$ cat config.mk
export PLATFORM = sky130hd
export DESIGN_NAME = imm_operand_encoder
export DESIGN_NICKNAME = d
export VERILOG_FILES = /design/src/rtl/imm_operand_encoder.sv
export SDC_FILE = /design/constraint.sdc
export NUM_CORES = 1
export LEC_CHECK = 0
export ABC_CLOCK_PERIOD_IN_PS = 4900
export BUFFER_PORTS_ARGS = -buffer_cell sky130_fd_sc_hd__clkbuf_2
export CAP_MARGIN = 40
export CORE_ASPECT_RATIO = 0.5
export CORE_UTILIZATION = 55
export DETAILED_ROUTE_END_ITERATION = 10
export PLACE_DENSITY = 0.73
export SKIP_CTS_REPAIR_TIMING = 1
export SLEW_MARGIN = 20
export SYNTH_ARGS = -nofsm -noshare
export SYNTH_HDL_FRONTEND = slang
export SYNTH_SLANG_ARGS = --single-unit
$ cat constraint.sdc
create_clock -name clk -period 4.9 [get_ports clk]
set_clock_uncertainty 0.1 [all_clocks]
set_input_delay 0.735 -clock clk [delete_from_list [all_inputs] [get_ports clk]]
set_output_delay 0.735 -clock clk [all_outputs]
set_load 0.01 [all_outputs]
$ cat src/rtl/imm_operand_encoder.sv
// imm_operand_encoder
//
// Finds the 12-bit data-processing immediate field {rot, imm8} for a 32-bit
// constant, so that value == ROR(zero-extend(imm8), 2*rot). The search tries
// one rotation per cycle, starting at rot=0, so the smallest matching rot wins.
//
// Parameters:
//   MAX_ROT  highest rot value searched (0..15); larger rotations count as
//            not encodable
//
// Ports:
//   clk      rising-edge clock
//   rst_n    asynchronous active-low reset
//   start    request pulse, only accepted while ready is high
//   value    constant to encode, captured when start is accepted
//   ready    high in IDLE
//   busy     high in SEARCH and DONE
//   done     one-cycle pulse when found/shifter are valid
//   found    1 = encodable; holds until the next accepted start
//   shifter  {rot, imm8} when found, else 12'h000; holds like found

module imm_operand_encoder #(
  parameter int unsigned MAX_ROT = 15
) (
  input  logic        clk,
  input  logic        rst_n,
  input  logic        start,
  input  logic [31:0] value,
  output logic        ready,
  output logic        busy,
  output logic        done,
  output logic        found,
  output logic [11:0] shifter
);

  typedef enum logic [1:0] {
    IDLE   = 2'd0,
    SEARCH = 2'd1,
    DONE   = 2'd2
  } stateT;

  localparam logic [3:0] MaxRot = 4'(MAX_ROT);

  stateT       state_q, state_d;
  logic [3:0]  rot_q, rot_d;
  logic [31:0] value_q, value_d;
  logic        found_q, found_d;
  logic [11:0] shifter_q, shifter_d;

  logic [5:0]  rotAmt;
  logic [31:0] candidate;
  logic        hit;
  logic        lastRot;

  // Rotating the constant left by 2*rot undoes the decoder's right rotation;
  // if what lands in the low byte is all there is, that byte is imm8.
  // With rotAmt=0 the right shift is by 32 and contributes nothing.
  assign rotAmt    = {1'b0, rot_q, 1'b0};
  assign candidate = (value_q << rotAmt) | (value_q >> (6'd32 - rotAmt));
  assign hit       = (candidate[31:8] == 24'd0);
  assign lastRot   = (rot_q == MaxRot);

  // State register
  always_ff @(posedge clk or negedge rst_n) begin
    if (!rst_n) begin
      state_q <= IDLE;
    end else begin
      state_q <= state_d;
    end
  end

  // Datapath registers: captured constant, rotation counter and result
  always_ff @(posedge clk or negedge rst_n) begin
    if (!rst_n) begin
      rot_q     <= 4'd0;
      value_q   <= 32'd0;
      found_q   <= 1'b0;
      shifter_q <= 12'h000;
    end else begin
      rot_q     <= rot_d;
      value_q   <= value_d;
      found_q   <= found_d;
      shifter_q <= shifter_d;
    end
  end

  // Next-state and datapath update logic
  always_comb begin
    state_d   = state_q;
    rot_d     = rot_q;
    value_d   = value_q;
    found_d   = found_q;
    shifter_d = shifter_q;
    unique case (state_q)
      IDLE: begin
        if (start) begin
          value_d   = value;
          rot_d     = 4'd0;
          found_d   = 1'b0;
          shifter_d = 12'h000;
          state_d   = SEARCH;
        end
      end
      SEARCH: begin
        if (hit) begin
          found_d   = 1'b1;
          shifter_d = {rot_q, candidate[7:0]};
          state_d   = DONE;
        end else if (lastRot) begin
          found_d   = 1'b0;
          shifter_d = 12'h000;
          state_d   = DONE;
        end else begin
          rot_d = rot_q + 4'd1;
        end
      end
      DONE: begin
        state_d = IDLE;
      end
      default: begin
        state_d = IDLE;
      end
    endcase
  end

  // Output decode
  always_comb begin
    ready   = (state_q == IDLE);
    busy    = (state_q == SEARCH) || (state_q == DONE);
    done    = (state_q == DONE);
    found   = found_q;
    shifter = shifter_q;
  end

endmodule

# Yosys cells after proc, flatten, opt, wreduce, memory -nomap -nowiden
# Cells that the tools add are included.
# word_totals
register_bits	51
output_inout_bits	16
# classes
shift	2
bitwise_logic	1
eq_ne	7
add_sub_neg	2
mux	16
n_reduce_logical	8
# ops
cell	n
2-to-1 mux 12 bit	3
OR 32 bit	1
left shift 32 x 5 -> 32 bit	1
right shift 32 x 6 -> 32 bit	1
zero test 24 bit	1
one-hot mux 12 bit (2 select lines)	1
2-to-1 mux 4 bit	3
one-hot mux 4 bit (2 select lines)	1
2-to-1 mux 2 bit	3
!= test 2 bit, second input constant	3
subtractor 6 x 5 -> 6 bit, first input constant	1
adder 4 x 1 -> 4 bit, second input constant	1
== test 4 bit, second input constant	1
one-hot mux 2 bit (2 select lines)	1
AND reduction 2 bit	2
AND reduction 4 bit	1
2-to-1 mux 1 bit	3
!= test 3 bit, second input constant	1
AND reduction 3 bit	1
== test 2 x 1 -> 1 bit, second input constant	1
== test 2 bit, second input constant	1
zero test 2 bit	1
one-hot mux 1 bit (2 select lines)	1
nonzero test 2 bit	1
logical OR 1 bit	1

# Depth between registers and ports, before layout
# depth
depth_word	6
mapped_depth	17
depth_no_buf	10

# Worst setup path before layout
# Ideal clock, no wire load.
# synth_path
path_type	register -> register
from	register rot_q[0]
to	register shifter_q[0] (netlist: shifter[0])
synth_period_minus_slack_ns	3.832
n_path_buf	7
slack_ns	1.068
t_arrival_ns	3.611
path_stages_with_launch	14
t_required_ns	4.679
setup_ns	0.121
path_cell_list	dfrtp_1 > buf_6 > inv_1 > buf_2 > buf_1 > ha_1 > buf_2 > buf_2 > buf_2 > clkbuf_1 > mux2_2 > mux4_2 > a221o_1 > a22o_1
# synth_via
elab_chain_len	6
word_cells_on_any_way	10
# synth_lines
item	line	rtl
start, declared	45	logic [3:0] rot_q, rot_d;
start signal, assigned	80	rot_q <= rot_d;
subtractor 6 x 5 -> 6 bit	59	assign candidate = (value_q << rotAmt) | (value_q >> (6'd32 - rotAmt));
right shift 32 x 6 -> 32 bit	59	
OR 32 bit	59	
zero test 24 bit	60	assign hit = (candidate[31:8] == 24'd0);
!= test 3 bit (no source line) or 2-to-1 mux 12 bit (tied branches)	n/a	
AND reduction 3 bit (no source line) or one-hot mux 12 bit (2 select lines) (tied branches)	n/a	
end signal, assigned	83	shifter_q <= shifter_d;
end, declared	48	logic [11:0] shifter_q, shifter_d;
# Several ways; a longest one is shown, not always the timed one.
# A chain may end at the register's enable or synchronous reset.

# Final worst setup path
# layout_path
from	register rot_q[0]
to	register shifter_q[2] (netlist: shifter[2])
# Same word-level chain as after synthesis.

==> flow_metrics.env <==
export IMPL_cp_max_fo=19
export IMPL_place_ws_ns=1.36
export IMPL_numCtsBuffers=5
export IMPL_grt_pass1_vias=3493
export IMPL_comb_power_share=0.667
export IMPL_initial_core_util=0.594
export IMPL_fin_crit_ns=3.60
export IMPL_crit_type="reg2reg"
export IMPL_hold_viol=0
export IMPL_cap_violations=0
export IMPL_yosysMostFrequentCell="dfrtp_1"
export IMPL_antenna_found_initial=0
export IMPL_h_tree_depth=2
export IMPL_peakVddDrop_mv=0.363
export IMPL_setup_tns_final_ns=0
export IMPL_totalWireLength_um=11600
export IMPL_ys_top_cells_by_area="dfrtp_1 (31%), mux2_2 (13%), mux4_2 (7.6%)"
export IMPL_p_per_area_mw_per_mm2=827
export IMPL_clk_latency_ns=0.30
export IMPL_wl_per_cell_um=20.8
export IMPL_clockRootBuffer="clkbuf_16"
export IMPL_period_share=0.735
export IMPL_syn_area_per_cell_um2=9.63
export IMPL_crit_required_ns=5.04
export IMPL_worst_pin_slew_ns=0.656
export IMPL_p_int_mw=1.89
export IMPL_design_core_area_mm2=0.00699
export IMPL_die_h_um=63.4
export IMPL_syn_cell_area_mm2=0.00415
export IMPL_max_freq_ghz=0.278
export IMPL_die_w_um=125
export IMPL_cts_tree="done"
export IMPL_async_reset_ff_frac=1.00
export IMPL_drive_gt1_frac=0.297
export IMPL_crit_arrival_ns=3.74
export IMPL_power_frac_seq=0.242
export IMPL_overflow=0
export IMPL_pwr_share_clk=0.091
export IMPL_die_area_mm2=0.00792
export IMPL_violations="design-rule violations"
export IMPL_rows=21
export IMPL_worst_r2r_cell_count=10
export IMPL_ys_seq_area_frac=0.308
export IMPL_place_area_mm2=0.00443
export IMPL_synth_edff_count=0
export IMPL_synth_top_area_cell="dfrtp_1"
export IMPL_swShare=0.499
export IMPL_clock_sinks=51
export IMPL_leakage_nw=1.90
export IMPL_yosys_cell_types_count=63
export IMPL_yosysWarnings=0
export IMPL_antenna_cells=0
export IMPL_drc=14
export IMPL_multi_input_area_mm2=0.00267
export IMPL_dp_hpwl_um=8560
export IMPL_rsz0062_at_grt="no"
export IMPL_synth_nets=471
export IMPL_grt_pass1_wl_um=19100
export IMPL_syn_to_final_growth_pct=10.1
export IMPL_fillers=595
export IMPL_firstDrtPassIters=8
export IMPL_num_vias=3772
export IMPL_io_pins=51
export IMPL_grt_max_degree=52
export IMPL_ys_top_cells_by_count="dfrtp_1 (51), mux2_2 (48), nand2_1 (29), nor2_1 (29), a21oi_1 (23)"
export IMPL_setup_worst_path_end_class="register"
export IMPL_critPathLaunchType="register"
export IMPL_final_area_mm2=0.00457
export IMPL_layout_nets=504
export IMPL_setup_viol=0
export IMPL_avgViaCountPerCell=6.77
export IMPL_p_sw_mw=1.88
export IMPL_ys_ff_latch=51
export IMPL_gp_congestion=1.02
export IMPL_cts_clk_slew_worst_paths_ns=0.07
export IMPL_clock_path_buffers=2
export IMPL_min_path_type="reg2reg"
export IMPL_first_iter_violations=340
export IMPL_status="complete, but fails checks"
export IMPL_synth_ff_type="dfrtp_1"
export IMPL_whs_path_depth=1
export IMPL_slew_violations=0
export IMPL_slew_headroom=0.563
export IMPL_seq_area_mm2=0.00128
export IMPL_ant_nets=0
export IMPL_netlist_instances=431
export IMPL_timing_final_ws_setup_ns=1.30
export IMPL_synth_top_cell_area_share=0.308
export IMPL_portBuffers=50
export IMPL_grt_util_all_layers=0.315
critical path, cell delays in order (launching register included):
cell and delay (ns):
dfrtp_2 0.44, inv_1 0.08, ha_2 0.57, buf_4 0.31, mux4_2 0.55, o22ai_1 0.20
nor4_1 0.07, a32oi_1 0.26, and3b_2 0.28, o21ai_2 0.44, a22o_1 0.22
flip-flops by register name, indices dropped and copies added, names as in the netlist:
| name | count |
|---|---|
| value_q | 32 |
| shifter | 12 |
| rot_q | 4 |
| state_q | 2 |
| found | 1 |
final timing paths:
| check | startpoint | endpoint | slack [ns] |
|---|---|---|---|
| setup / recovery | rot_q[0]$_DFFE_PN0P_ | shifter[2]$_DFFE_PN0P_ | 1.30 |
| hold / removal | found$_DFFE_PN0P_ | found$_DFFE_PN0P_ | 0.40 |
| setup reg to reg | rot_q[0]$_DFFE_PN0P_ | shifter[2]$_DFFE_PN0P_ | 1.30 |
| hold reg to reg | found$_DFFE_PN0P_ | found$_DFFE_PN0P_ | 0.40 |
| max in group asynchronous | rst_n | value_q[28]$_DFFE_PN0P_ | 3.82 |
| min in group asynchronous | rst_n | state_q[1]$_DFFE_PN0P_ | 0.43 |
cell families after synthesis:
logic type / count (synthesis) / share of synthesized area
simple gates: 126 / 0.152
mux: 90 / 0.280
xor+xnor: 2 / 0.00422
compound gates: 113 / 0.192
fa+ha+maj: 5 / 0.0151
flops: 51 / 0.308
buf+inv: 44 / 0.0492
layout make-up:
cell class | instances | share of cell area
Tap cell | 92 | 0.0252
Inverter | 9 | 0.00739
Multi-Input combinational cell | 336 | 0.585
Clock buffer | 6 | 0.0282
Clock inverter | 2 | 0.00274
Timing Repair Buffer | 61 | 0.0723
Sequential cell | 51 | 0.280
layout by cell type (no fill, tap or decap), types with 2 or more instances in the layout:
cell type | netlist | layout
a22oi_1 | 3 | 3
or2_1 | 4 | 4
o21ai_0 | 18 | 18
nor2_1 | 29 | 29
nor4_1 | 7 | 7
a31oi_1 | 3 | 3
nand3_1 | 13 | 13
nand2_1 | 29 | 29
nor2b_1 | 5 | 5
a211oi_1 | 12 | 12
o31ai_1 | 2 | 2
o22ai_1 | 4 | 4
nor3b_1 | 2 | 2
mux2_2 | 48 | 48
nor3_1 | 20 | 20
inv_1 | 9 | 9
buf_4 | 3 | 10
a221o_1 | 7 | 7
o211ai_1 | 4 | 4
o21ai_1 | 2 | 2
o221ai_1 | 2 | 2
dfrtp_1 | 51 | 50
mux2_1 | 6 | 6
clkbuf_2 | 0 | 50
mux2i_1 | 21 | 21
o21bai_1 | 3 | 3
a221oi_1 | 2 | 2
or3_1 | 2 | 2
ha_1 | 5 | 4
nand4_1 | 2 | 2
a21o_1 | 3 | 3
a22o_1 | 12 | 12
and2_1 | 2 | 2
a21oi_1 | 23 | 23
clkbuf_16 | 0 | 5
mux4_2 | 14 | 14
nor4b_1 | 3 | 3
layer usage:
| layer | wire (um) | global-route usage |
|---|---|---|
| met1 | 5380 | 0.464 |
| met2 | 4850 | 0.458 |
| met3 | 1270 | 0.0867 |
| met4 | 102 | 0.0701 |
| met5 | 0 | 0 |
per-stage QoR:
step                 util  instances  hold WS, ns  total power, mW
floorplan               -        431        0.339             2.73
global placement    0.633        548        0.369             3.30
detailed placement  0.634        549        0.383             3.35
CTS                 0.654        557        0.399             3.70
global route        0.654        557        0.414             4.03
finish              0.654        557        0.397             3.78
power by group through the flow:
| stage | Sequential (mW) | Combinational [mW] | Clock (mW) |
|---|---|---|---|
| after floorplan | 0.744 | 1.98 | 0 |
| after global placement | 0.894 | 2.40 | 0 |
| after detailed placement | 0.907 | 2.44 | 0 |
| after CTS | 0.898 | 2.46 | 0.349 |
| after global routing | 0.941 | 2.72 | 0.372 |
| final | 0.914 | 2.52 | 0.344 |
Note: power is estimated with default switching activity, not from simulation.
